===== src/rtl/baud_tick_gen.sv =====
// baud_tick_gen: UART oversample tick and bit tick generator.
// Double-buffered runtime divisor; optional fractional divisor under BAUD_FRAC_EN.
module baud_tick_gen #(
    parameter int WIDTH      = 8,
    parameter int RESET_DIV  = 163,
    parameter int OVERSAMPLE = 16,
    parameter int FRAC_WIDTH = 4
) (
    input  logic                          clk,
    input  logic                          rst,
    input  logic                          en,
    input  logic                          div_wr,
    input  logic [WIDTH-1:0]              div_in,
`ifdef BAUD_FRAC_EN
    input  logic [FRAC_WIDTH-1:0]         frac_in,
`endif
    output logic [WIDTH-1:0]              count,
    output logic                          tick,
    output logic [$clog2(OVERSAMPLE)-1:0] os_count,
    output logic                          bit_tick,
    output logic                          div_pend
);

    localparam int OS_W = $clog2(OVERSAMPLE);
    localparam logic [OS_W-1:0]  OS_MAX  = OS_W'(OVERSAMPLE - 1);
    localparam logic [WIDTH-1:0] DIV_RST = WIDTH'(RESET_DIV);

    logic [WIDTH-1:0] count_q, count_d;
    logic             tick_q, tick_d;
    logic [OS_W-1:0]  os_q, os_d;
    logic             bit_q, bit_d;
    logic [WIDTH-1:0] div_act_q, div_act_d;
    logic [WIDTH-1:0] div_sh_q, div_sh_d;
    logic             pend_q, pend_d;

    logic [WIDTH-1:0] modulus;
    logic [WIDTH:0]   last;
    logic             wrap;
    logic             frac_carry;

`ifdef BAUD_FRAC_EN
    logic [FRAC_WIDTH-1:0] frac_act_q, frac_act_d;
    logic [FRAC_WIDTH-1:0] frac_sh_q, frac_sh_d;
    logic [FRAC_WIDTH-1:0] acc_q, acc_d;
    logic [FRAC_WIDTH-1:0] frac_sum;

    // Carry of this period's accumulation stretches the period by one cycle
    always_comb begin
        {frac_carry, frac_sum} = {1'b0, acc_q} + {1'b0, frac_act_q};
        acc_d = acc_q;
        if (wrap) begin
            acc_d = frac_sum;
        end
    end
`else
    localparam logic [FRAC_WIDTH:0] NO_FRAC = '0;
    assign frac_carry = NO_FRAC[FRAC_WIDTH];
`endif

    // Effective modulus and period-end detect; divisors 0/1 behave as 2
    always_comb begin
        modulus = div_act_q;
        if (div_act_q < WIDTH'(2)) begin
            modulus = WIDTH'(2);
        end
        last = {1'b0, modulus} - (WIDTH+1)'(1) + {{WIDTH{1'b0}}, frac_carry};
        wrap = en && ({1'b0, count_q} >= last);
    end

    // Main counter and oversample stage
    always_comb begin
        count_d = count_q;
        tick_d  = 1'b0;
        os_d    = os_q;
        bit_d   = 1'b0;
        if (wrap) begin
            count_d = '0;
            tick_d  = 1'b1;
            bit_d   = (os_q == OS_MAX);
            os_d    = (os_q == OS_MAX) ? '0 : os_q + OS_W'(1);
        end else if (en) begin
            count_d = count_q + WIDTH'(1);
        end
    end

    // Shadow/active divisor; idle or period-end writes bypass the shadow
    always_comb begin
        div_act_d = div_act_q;
        div_sh_d  = div_sh_q;
        pend_d    = pend_q;
`ifdef BAUD_FRAC_EN
        frac_act_d = frac_act_q;
        frac_sh_d  = frac_sh_q;
`endif
        if (div_wr && (!en || wrap)) begin
            div_act_d = div_in;
            div_sh_d  = div_in;
            pend_d    = 1'b0;
`ifdef BAUD_FRAC_EN
            frac_act_d = frac_in;
            frac_sh_d  = frac_in;
`endif
        end else if (wrap) begin
            div_act_d = div_sh_q;
            pend_d    = 1'b0;
`ifdef BAUD_FRAC_EN
            frac_act_d = frac_sh_q;
`endif
        end else if (div_wr) begin
            div_sh_d = div_in;
            pend_d   = 1'b1;
`ifdef BAUD_FRAC_EN
            frac_sh_d = frac_in;
`endif
        end
    end

    // State registers with synchronous active-low reset
    always_ff @(posedge clk) begin
        if (!rst) begin
            count_q   <= '0;
            tick_q    <= 1'b0;
            os_q      <= '0;
            bit_q     <= 1'b0;
            div_act_q <= DIV_RST;
            div_sh_q  <= DIV_RST;
            pend_q    <= 1'b0;
`ifdef BAUD_FRAC_EN
            frac_act_q <= '0;
            frac_sh_q  <= '0;
            acc_q      <= '0;
`endif
        end else begin
            count_q   <= count_d;
            tick_q    <= tick_d;
            os_q      <= os_d;
            bit_q     <= bit_d;
            div_act_q <= div_act_d;
            div_sh_q  <= div_sh_d;
            pend_q    <= pend_d;
`ifdef BAUD_FRAC_EN
            frac_act_q <= frac_act_d;
            frac_sh_q  <= frac_sh_d;
            acc_q      <= acc_d;
`endif
        end
    end

    assign count    = count_q;
    assign tick     = tick_q;
    assign os_count = os_q;
    assign bit_tick = bit_q;
    assign div_pend = pend_q;

endmodule


===== config.mk =====
export PLATFORM = sky130hd
export DESIGN_NAME = baud_tick_gen
export DESIGN_NICKNAME = d
export VERILOG_FILES = /design/src/rtl/baud_tick_gen.sv
export SDC_FILE = /design/constraint.sdc
export NUM_CORES = 1
export LEC_CHECK = 0
export ABC_AREA = 1
export CAP_MARGIN = 20
export CORE_ASPECT_RATIO = 0.7
export CORE_MARGIN = 2
export CORE_UTILIZATION = 47
export CTS_CLUSTER_DIAMETER = 150
export DETAILED_ROUTE_END_ITERATION = 6
export GPL_TIMING_DRIVEN = 0
export PLACE_DENSITY = 0.74
export SYNTH_ARGS = -nofsm -noshare
export SYNTH_HDL_FRONTEND = slang
export SYNTH_SLANG_ARGS = --single-unit

===== constraint.sdc =====
create_clock -name clk -period 2.39 [get_ports clk]
set_input_delay 0.478 -clock clk [delete_from_list [all_inputs] [get_ports clk]]
set_output_delay 0.478 -clock clk [all_outputs]
set_load 0.005 [all_outputs]

==> results of run 1 <==
==> synth_stat cells, drive strengths merged <==
cell / number / area share
or2: 3 / 0.011
nor3: 5 / 0.015
o21ai: 13 / 0.039
a21oi: 15 / 0.045
dfxtp: 31 / 0.37
buf: 2 / 0.0097
nand3: 16 / 0.051
xnor2: 2 / 0.010
o221ai: 2 / 0.010
clkbuf: 4 / 0.0090
xor2: 7 / 0.037
nor2: 32 / 0.076
nor3b: 2 / 0.015
nand2: 55 / 0.14
ha: 11 / 0.082
o31ai: 1 / 0.0045
nand3b: 2 / 0.0090
inv: 29 / 0.065
==> worst max-delay path by stage <==
stage | from | end | slack (ns)
CTS | div_act_q[2] | os_count[0] | -0.16
floorplan | div_act_q[5] | os_count[0] | -0.06
global route | div_act_q[3] | os_count[0] | -0.39
global placement | div_act_q[2] | div_act_q[7] | -0.30
finish | div_act_q[5] | div_act_q[6] | -0.19
detailed placement | div_act_q[2] | div_act_q[7] | -0.38
==> cell type report <==
type / count / area, sq um
fill: 318 / 1140
multi-input combinational: 166 / 1060
sequential: 31 / 636
timing repair buffer: 36 / 340
inverter: 29 / 111
clock buffer: 6 / 82.6
tap: 50 / 62.6
buffer: 6 / 31.3
clock inverter: 1 / 5.00
==> cell families after synthesis <==
logic type | after synthesis
xor gates and xnor gates | 9
and+or+nand+nor | 115
AOI/OAI and AO/OA | 31
DFF | 31
adders and majority gates | 11
buffers and inverters | 35
==> power groups by stage <==
stage               Clock, mW  Combinational, mW  Sequential, mW
global placement            0              0.159           0.571
floorplan                   0              0.110           0.568
detailed placement          0              0.162           0.572
finish                  0.415              0.208           0.563
CTS                     0.425              0.200           0.561
global route            0.449              0.231           0.565
==> layer usage <==
layer	share of wire	vias to the layer above
met3	0.040	9
met4	0.018	0
met2	0.43	31
li1	-	826
met1	0.51	707
met5	0	-
==> repair_timing <==
action,4_1_cts,5_1_grt
pin swaps,21,1
cloned,1,0
gates resized for setup,38,5
buffers inserted,9,1
setup endpoints to repair,22,23
==> through the flow <==
| step | setup slack (ns) | setup TNS [ns] |
|---|---|---|
| 2_1_floorplan | -0.0551 | -0.257 |
| 3_3_place_gp | -0.300 | -4.07 |
| 3_5_place_dp | -0.385 | -5.43 |
| 4_1_cts | -0.164 | -1.94 |
| 5_1_grt | -0.391 | -6.59 |
| 6_report | -0.189 | -2.71 |
==> flip-flops by register name, indices dropped and copies added, names as in the netlist <==
signal and cells:
bit_tick 1, div_pend 1, count 8, div_act_q 8, os_count 4, tick 1, div_sh_q 8
==> layout by cell type (no fill, tap or decap), drive strengths merged <==
| cell | n |
|---|---|
| nand2 | 55 |
| nor2 | 32 |
| dfxtp | 31 |
| inv | 29 |
| clkdlybuf4s50 | 25 |
| nand3 | 16 |
| a21oi | 15 |
| o21ai | 13 |
| buf | 13 |
| ha | 11 |
| clkbuf | 10 |
| xor2 | 7 |
| nor3 | 5 |
| or2 | 3 |
| nand3b | 2 |
| xnor2 | 2 |
| nor3b | 2 |
| o221ai | 2 |
| o31ai | 1 |
| clkinv | 1 |
==> worst min-delay path: stages, from the launching register on <==
cell	delay [ns]
dfxtp_1	0.30
inv_1	0.06
a21oi_1	0.06
==> impl_results.md, run 1 <==
- Core Area: 3470 sq um
- Sequence of cells on the critical path: nor2_4, nand2_4, o21ai_2, inv_1, ha_4, nand2_2, xor2_1, ha_1, a21oi_1, nand3_2, nand2_2, nand3_4, nor2_1, nor2_1, nor2_2, nor2_1
- Placed cells: 307
- Leakage power summed over all cells: 1.02 nW
- Overall global routing resource usage: 0.219
- # clock sinks: 31
- Worst Path Buf+Inv: 1
- Final hold violation count: 0
- Class of the worst hold path: register to register
- Overall die height: 53.9 um
- Insertion delay of the later-clocked pin in the worst-skew pair: 0.28 ns
- Horiz. Die Dim: 75.3 um
- Max_cap viols: 0
- Classification of the worst setup path: register to register
- Cells on worst reg2reg path: 16
- Parity-gate share of the synthesized area counting xor and xnor cells: 0.0472
- Count of standard-cell rows: 18
- Portion of total power attributed to combinational logic: 0.175
- H-Tree Level Count: 2
- Met2 usage in global routing: 0.344
- Maximum vdd ir drop: slightly below 0.4 mV
- Total Power Consumption: 1.19 mW
- Met1 capacity usage during global routing: 0.293
- Post-detail-place hpwl: 2.61 mm
- Simple-gate portion of the synthesized area: 0.316
- Internal power: 0.860 mW
- Cell Count, Final, Fillers Out: roughly 330
- Worst Hold Endpoint: div_sh_q[3]
- Post-synthesis register bit count: 31
- Max stage delay on crit path: about 0.37 ns
- Cell family contributing the most delay on the critical path: simple AND/OR/NAND/NOR gates
- Clock period minus final worst setup slack: 2.58 ns
- Critical Path AT: between 2 and 3 ns
- WHS Path Cells: 2
- Antenna violations before repair: 0
- Worst-Margin Slew: 0.521 ns
- Maximum buffer depth of the clock tree: 2
- Setup repair after global routing missed its margin: true
- Crit. End Element: register
- Iteration-0 DRC count of the detailed router: 68
- I/O Pins: 27
- Max transition margin: 0.652
- Synthesized net count: 255
- Detailed Routing Iterations Pass 1: 4
- First-pass GRT wire length: 6.49 mm
- Clock-pin transition on the worst setup and hold timing paths: 0.07 ns
- Initial Util: 0.482
- R2R Path End: div_act_q[6]
- Share of layout cells above drive strength 1: 0.240
- Switching power: 0.325 mW
- TritonCTS clock tree: built
- Fin crit share: 1.08
- Adder and majority gate portion of the synthesized area: 0.0824
- Final net count: 298
- Synthesis-to-finish area growth: 39.3%
- Clock network fraction of total power: 0.350
- Synthesized-area fraction occupied by ao, oa, aoi and oai cells: 0.0989
- Total power density per cell area: 509 nW/um^2
- Dominant combinational cell family by area after synthesis: simple AND/OR/NAND/NOR gates
- HP Start: div_sh_q[3]
- # diodes: 0
- Overall die area: 4050 sq um
- Worst-case hold slack: roughly 0.45 ns
- Count of input and output buffers: 25
- Fin util: 0.671
- Synth Instances: 232
- Upper clock frequency limit: 388 MHz
- Number of vias in the routed layout: roughly 1,600
- Fin worst setup slack: -0.189 ns
- Netlist cell types: 26
- Top fanout value on the critical path: 9
- Data required, critical path: 2.56 ns
- Max-slew violation total from the final report: 0
- CP Depth: 16
- Clock root buffer: clkbuf_8
- Most congested layer reported by global routing: met2
- Area of all placed cells without fillers: 2330 sq um
- Layout Skew: 0.00885 ns
- Final-report setup violation count: 20
- Final Wtd Congestion: 0.836
- Worst R2R Setup Slack: -0.19 ns
- Number of hold-repair buffers added at the cts stage: 0
- Cell type with the highest occurrence count on the critical path: nor2_1
- Sequential Power Share: 0.475
- Routing usage on met3: 0.0506
- Critical R2R Launch: div_act_q[5]
- Pin count of the biggest net entering global routing: 11
- Portion of the post-synthesis area used by sequential elements: 0.372
- Violations in the final reports: negative setup slack
- Result of the run: finished, violations left
- Aggregate routed wire length: 3.89 mm
- Via count normalized by instance count: 4.84
- Remaining global-route overflow: 0
- Slowest CP cell: dfxtp_4
- Remaining design rule violation count: 0
- Placed Area: a little over 2000 sq um
- Startpoint Class: register
- Via count of the first global-routing pass: 1,449
- Post-synthesis mux area share: 0
- Post-route ant nets: 0
- Post-detailed-route wirelength per cell: 12.0 um
- Netlist area before placement: 1670 sq um
- Average cell area after synthesis: 7.20 sq um
- Total CTS buffers: 5
- Number of warnings issued by yosys: 0
- Sw frac: 0.274
Note: power is estimated with default switching activity, not from simulation.
==> run 2, diff against run 1 <==
--- a/config.mk
+++ b/config.mk
@@ -13,7 +13,7 @@
 export CTS_CLUSTER_DIAMETER = 150
 export DETAILED_ROUTE_END_ITERATION = 6
 export GPL_TIMING_DRIVEN = 0
-export PLACE_DENSITY = 0.74
+export PLACE_DENSITY = 0.73
 export SYNTH_ARGS = -nofsm -noshare
 export SYNTH_HDL_FRONTEND = slang
 export SYNTH_SLANG_ARGS = --single-unit
==> impl_results.md, run 2 (synthesis gave the netlist of run 1 again) <==
- I/O Pins: 27 (unchanged)
- Top fanout value on the critical path: 7 (-2)
- Clock period minus final worst setup slack: 2.75 ns (+0.168 ns)
- Most congested layer reported by global routing: met1
- Fin worst setup slack: -0.357 ns (-0.168 ns)
- Final hold violation count: 0 (unchanged)
- Max transition margin: 0.687 (+0.0349)
- Met2 usage in global routing: 0.272 (-0.0716)
- Initial Util: 0.482 (unchanged)
- Classification of the worst setup path: register to register
- Cell Count, Final, Fillers Out: 326 (+0.31%)
- Maximum buffer depth of the clock tree: 2 (unchanged)
- Cells on worst reg2reg path: 17 (+1)
- Fill cell count: 326 (+2.5%)
- Placed cells: 307 (unchanged)
- Most common cell after layout, fill and taps aside: nand2_1
- Class of the worst hold path: register to register
- Overall global routing resource usage: 0.200 (-0.0187)
- Post-route ant nets: 0 (unchanged)
- WHS Path Cells: 2 (unchanged)
- Clock root buffer: clkbuf_8
- Count of standard-cell rows: 18 (unchanged)
- Antenna violations before repair: 0 (unchanged)
- Maximum vdd ir drop: 0.351 mV (-9.8%)
- Core Area: 3470 sq um (unchanged)
- Leakage power summed over all cells: 0.997 nW (-2.3%)
- Number of vias in the routed layout: 1,539 (-2.2%)
- Max_cap viols: 0 (unchanged)
- Remaining global-route overflow: 0 (unchanged)
- Pin count of the biggest net entering global routing: 11 (unchanged)
- Via count normalized by instance count: 4.72 (-2.5%)
- Detailed Routing Iterations Pass 1: 4 (unchanged)
- Result of the run: finished, violations left
- Total Power Consumption: 1.15 mW (-2.8%)
- Number of hold-repair buffers added at the cts stage: 0 (unchanged)
- Fin crit share: 1.15 (+0.0703)
- Overall die area: 4050 sq um (unchanged)
- Critical Path AT: 2.91 ns (+0.16 ns)
- Max-slew violation total from the final report: 0 (unchanged)
- Iteration-0 DRC count of the detailed router: 85 (+25%)
- Routing usage on met3: 0.0637 (+0.0131)
- Setup repair after global routing missed its margin: true
- Final Wtd Congestion: 0.854 (+2.2%)
- Worst setup slack before clock tree synthesis: -0.308 ns (+0.0772 ns)
- H-Tree Level Count: 2 (unchanged)
- Insertion delay of the later-clocked pin in the worst-skew pair: 0.28 ns (about the same)
- Area occupied by multi-input gates: 1020 sq um (-3.2%)
- Clock-pin transition on the worst setup and hold timing paths: 0.07 ns (about the same)
- Upper clock frequency limit: 364 MHz (-6.1%)
- Aggregate routed wire length: 3.62 mm (-6.8%)
- Horiz. Die Dim: 75.3 um (unchanged)
- Overall die height: 53.9 um (unchanged)
- TritonCTS clock tree: built
- Total power density per cell area: 505 nW/um^2 (-0.93%)
- Worst-Margin Slew: 0.469 ns (-0.0523 ns)
- Share of layout cells above drive strength 1: 0.203 (-0.0371)
- Post-detail-place hpwl: 2.52 mm (-3.5%)
- Data required, critical path: 2.55 ns (about the same)
- Via count of the first global-routing pass: 1,298 (-10%)
- Crit. End Element: register
- Area taken by flip-flops and latches: 639 sq um (+0.59%)
- Remaining design rule violation count: 0 (unchanged)
- Met1 capacity usage during global routing: 0.291 (-0.00196)
- Top library cells by usage in the layout, fill and taps aside: nand2_1 (46), nor2_1 (27), inv_1 (26), dfxtp_1 (26), clkdlybuf4s50_1 (25)
- # diodes: 0 (unchanged)
- Synthesis-to-finish area growth: 36.7%
- Final-report setup violation count: 22 (+10%)
- Violations in the final reports: negative setup slack
- First-pass GRT wire length: 5.93 mm (-8.7%)
- Count of input and output buffers: 25 (unchanged)
- # clock sinks: 31 (unchanged)
- Final net count: 298 (unchanged)
- Total CTS buffers: 5 (unchanged)
- Layout Skew: 0.00456 ns (-0.00430 ns)
- Startpoint Class: register
- Setup TNS after final layout: -4.40 ns (-1.69 ns)
- Post-detailed-route wirelength per cell: 11.1 um (-7.1%)
-- run 2: cell types whose count changed in the layout (fill, tap and decap cells not counted), sizes merged --
cell,delta
clkbuf,+1
-- run 2: layout make-up --
cell class              instances  area share
plain buffers                   6      0.0137
inverters                      29      0.0488
clock buffers                   7      0.0334
clock inverters                 1     0.00219
repair buffers                 36       0.146
well taps                      50      0.0274
multi-input cells             166       0.449
flip-flops and latches         31       0.280
-- run 2: routing by layer --
| metal | vias up | part of all wire |
|---|---|---|
| met3 | 4 | 0.037 |
| met5 | - | 0 |
| met2 | 25 | 0.42 |
| met1 | 682 | 0.52 |
| met4 | 0 | 0.014 |
| li1 | 828 | - |
-- run 2: final timing paths --
kind | slack (ns) | startpoint | end
setup / recovery | -0.36 | div_act_q[5] | div_act_q[6]
setup reg to reg | -0.36 | div_act_q[5] | div_act_q[6]
hold / removal | 0.45 | div_sh_q[3] | div_sh_q[3]
hold reg to reg | 0.45 | div_sh_q[3] | div_sh_q[3]
-- run 2: power by group --
group / switching, mW / leakage, nW / internal [mW]
Clock: 0.193 / 0.0422 / 0.204
Combinational: 0.105 / 0.698 / 0.0901
Sequential: 0.0210 / 0.256 / 0.539
-- run 2: repair_timing --
item                                    CTS  global route
cloned                                    1             0
pin swaps                                 9            11
endpoints found under the setup margin   21            23
gates resized for setup                  18            14
buffers inserted                          5             5
-- run 2: worst max-delay path, cell delays in order (launching register included) --
cell and delay, ns:
dfxtp_4 0.36, nor2_4 0.13, nand2_4 0.07, o31ai_4 0.28, ha_4 0.20, nand3_2 0.08, xor2_1 0.16, ha_1 0.33
nand2_1 0.07, nand2_1 0.04, nand2_1 0.06, nand3_2 0.08, nand2_2 0.10, nand2_2 0.09, nand2_4 0.09, nand2_4 0.10
o21ai_0 0.29, nor2_1 0.09
-- run 2: metrics by stage --
step	utilization	area (sq um)	hold slack (ns)
after floorplan	-	1700	0.430
final	0.658	2280	0.453
after detailed placement	0.581	2020	0.444
after global routing	0.658	2280	0.470
after CTS	0.635	2200	0.454
after global placement	0.581	2020	0.442
==> run 3, diff against run 2 <==
--- a/config.mk
+++ b/config.mk
@@ -7,8 +7,8 @@
 export LEC_CHECK = 0
 export ABC_AREA = 1
 export CAP_MARGIN = 20
-export CORE_ASPECT_RATIO = 0.7
-export CORE_MARGIN = 2
+export CORE_ASPECT_RATIO = 0.5
+export CORE_MARGIN = 5
 export CORE_UTILIZATION = 47
 export CTS_CLUSTER_DIAMETER = 150
 export DETAILED_ROUTE_END_ITERATION = 6
==> impl_results.md, run 3 (synthesis gave the netlist of run 1 again) <==
- Top library cells by usage in the layout, fill and taps aside: nand2_1 (44), dfxtp_1 (27), nor2_1 (26), inv_1 (25), clkdlybuf4s50_1 (25)
- Antenna violations before repair: 0 (unchanged)
- Result of the run: finished, violations left
- Worst setup path startpoint: div_act_q[4]
- R2R Path End: os_count[0]
- Internal power: 0.971 mW (+16%)
- Total Power Consumption: 1.33 mW (+15%)
- # clock sinks: 31 (unchanged)
- Initial Util: 0.486 (+0.00474)
- Clock network fraction of total power: 0.419 (+0.074)
- Clock-pin transition on the worst setup and hold timing paths: 0.07 ns (about the same)
- Most common cell after layout, fill and taps aside: nand2_1
- Portion of total power attributed to combinational logic: 0.158 (-0.011)
- Post-detail-place hpwl: 2.72 mm (+7.8%)
- Area occupied by multi-input gates: 1070 sq um (+4.6%)
- Violations in the final reports: negative setup slack
- Fill cell count: 265 (-19%)
- Clock period minus final worst setup slack: 2.68 ns (-0.0695 ns)
- Detailed Routing Iterations Pass 1: 5 (+1)
- Share of layout cells above drive strength 1: 0.227 (+0.0237)
- Upper clock frequency limit: 373 MHz (+2.6%)
- Via count of the first global-routing pass: 1,547 (+19%)
- Switching power: 0.356 mW (+12%)
- Total power density per cell area: 559 nW/um^2 (+11%)
- Post-detailed-route wirelength per cell: 12.7 um (+14%)
- Remaining design rule violation count: 0 (unchanged)
- Clock root buffer: clkbuf_8
- WHS Path Cells: 2 (unchanged)
- Area taken by flip-flops and latches: 631 sq um (-1.4%)
- Final-report setup violation count: 22 (unchanged)
- Class of the worst hold path: register to register
- Critical R2R Launch: div_act_q[4]
- Worst-case hold slack: 0.456 ns (+0.00317 ns)
- Overall die height: 52.2 um (-3.2%)
- Core Area: 3430 sq um (-0.97%)
- H-Tree Level Count: 2 (unchanged)
- Synthesis-to-finish area growth: 42.0%
- Final net count: 300 (+0.67%)
- Number of vias in the routed layout: 1,597 (+3.8%)
- Worst R2R Setup Slack: -0.29 ns (+0.07 ns)
- Cells on worst reg2reg path: 17 (unchanged)
- Iteration-0 DRC count of the detailed router: 70 (-18%)
- Overall global routing resource usage: 0.184 (-0.0160)
- Sw frac: 0.268 (-0.00863)
- Crit. End Element: register
- Max-slew violation total from the final report: 0 (unchanged)
- Max transition margin: 0.700 (+0.0126)
- Fin crit share: 1.12 (-0.0291)
- Max_cap viols: 0 (unchanged)
- Area of all placed cells without fillers: 2370 sq um (+3.9%)
- Count of standard-cell rows: 15 (-3)
- Pin count of the biggest net entering global routing: 11 (unchanged)
- Worst-Margin Slew: 0.450 ns (-0.0189 ns)
- Placed Area: 2020 sq um (about the same)
- Total CTS buffers: 5 (unchanged)
- Setup repair after global routing missed its margin: true
- I/O Pins: 27 (unchanged)
- Count of input and output buffers: 25 (unchanged)
- Insertion delay of the later-clocked pin in the worst-skew pair: 0.29 ns (about the same)
- Top fanout value on the critical path: 5 (-2)
- Fin worst setup slack: -0.288 ns (+0.0695 ns)
- # diodes: 0 (unchanged)
- First-pass GRT wire length: 6.93 mm (+17%)
- Critical Path AT: 2.90 ns (about the same)
- Post-route ant nets: 0 (unchanged)
- Layout Skew: 0.00264 ns (-0.00192 ns)
- Classification of the worst setup path: register to register
- Worst setup slack before clock tree synthesis: -0.359 ns (-0.0514 ns)
- Maximum vdd ir drop: 0.344 mV (-2.0%)
- Remaining global-route overflow: 0 (unchanged)
- Number of hold-repair buffers added at the cts stage: 0 (unchanged)
- Data required, critical path: 2.61 ns (+0.06 ns)
- Startpoint Class: register
- Horiz. Die Dim: 94.3 um (+25%)
- Sequential Power Share: 0.423 (-0.063)
- Aggregate routed wire length: 4.17 mm (+15%)
- Maximum buffer depth of the clock tree: 2 (unchanged)
- Overall die area: 4920 sq um (+21%)
- HP Start: div_sh_q[5]
- Final hold violation count: 0 (unchanged)
- Worst Hold Endpoint: div_sh_q[5]
- Via count normalized by instance count: 4.85 (+2.8%)
- Leakage power summed over all cells: 1.06 nW (+6.3%)
- TritonCTS clock tree: built
- Final Wtd Congestion: 0.809 (-5.2%)
[run 3: cell types whose count changed in the layout (fill, tap and decap cells not counted), sizes merged]
| cell | change |
|---|---|
| bufinv | +1 |
| clkbuf | -1 |
| buf | +2 |
[run 3: metal layers]
metal	global-route usage	part of all wire	vias to the layer above
li1	-	-	833
met1	0.219	0.45	710
met2	0.315	0.48	45
met3	0.0506	0.059	9
met4	0.0791	0.018	0
met5	0	0	-
[run 3: worst max-delay path by stage]
stage                         endpoint  slack, ns  cells after the start
after floorplan            os_count[0]      -0.06                     17
after global placement    div_act_q[0]      -0.30                     18
after detailed placement  div_act_q[0]      -0.36                     18
after CTS                  os_count[0]      -0.18                     17
after global routing       os_count[0]      -0.44                     17
final                      os_count[0]      -0.29                     17
[run 3: cell type report]
| type | instances | area share |
|---|---|---|
| Buffer | 6 | 0.0132 |
| Tap cell | 51 | 0.0269 |
| Clock buffer | 6 | 0.0348 |
| Multi-Input combinational cell | 166 | 0.452 |
| Sequential cell | 31 | 0.266 |
| Inverter | 29 | 0.0459 |
| Timing Repair Buffer | 38 | 0.147 |
| Clock inverter | 2 | 0.0148 |
[run 3: metrics by stage]
stage,TNS (ns),util,cells
6_report,-4.18,0.691,329
5_1_grt,-7.47,0.691,329
4_1_cts,-2.00,0.670,326
3_5_place_dp,-5.32,0.587,308
3_3_place_gp,-4.28,0.587,308
2_1_floorplan,-0.257,-,232
[run 3: worst max-delay path, cell delays in order, from the launching register on]
cell and delay [ns]:
dfxtp_4 0.36, nor2_4 0.14, nand2_4 0.09, o31ai_4 0.24
ha_4 0.21, nand2_4 0.06, xor2_2 0.14, ha_1 0.30
nand2_2 0.08, nor2_2 0.13, nand2_1 0.08, nand3_2 0.08
nand2_4 0.07, nand2_4 0.08, nand2_4 0.07, buf_6 0.14
or2_0 0.19, a21oi_1 0.15
[run 3: power by group through the flow]
stage	registers (mW)	logic [mW]	clock network, mW
detailed placement	0.571	0.162	0
floorplan	0.568	0.110	0
global route	0.563	0.234	0.593
global placement	0.570	0.159	0
CTS	0.560	0.187	0.555
finish	0.560	0.210	0.556
[run 3: timing repair]
| action | 4_1_cts | 5_1_grt |
|---|---|---|
| gates resized for setup | 23 | 12 |
| hold endpoints to repair | 0 | 0 |
| pin swaps | 16 | 2 |
| setup endpoints to repair | 21 | 23 |
| setup buffers | 9 | 3 |
| gates cloned | 1 | 0 |
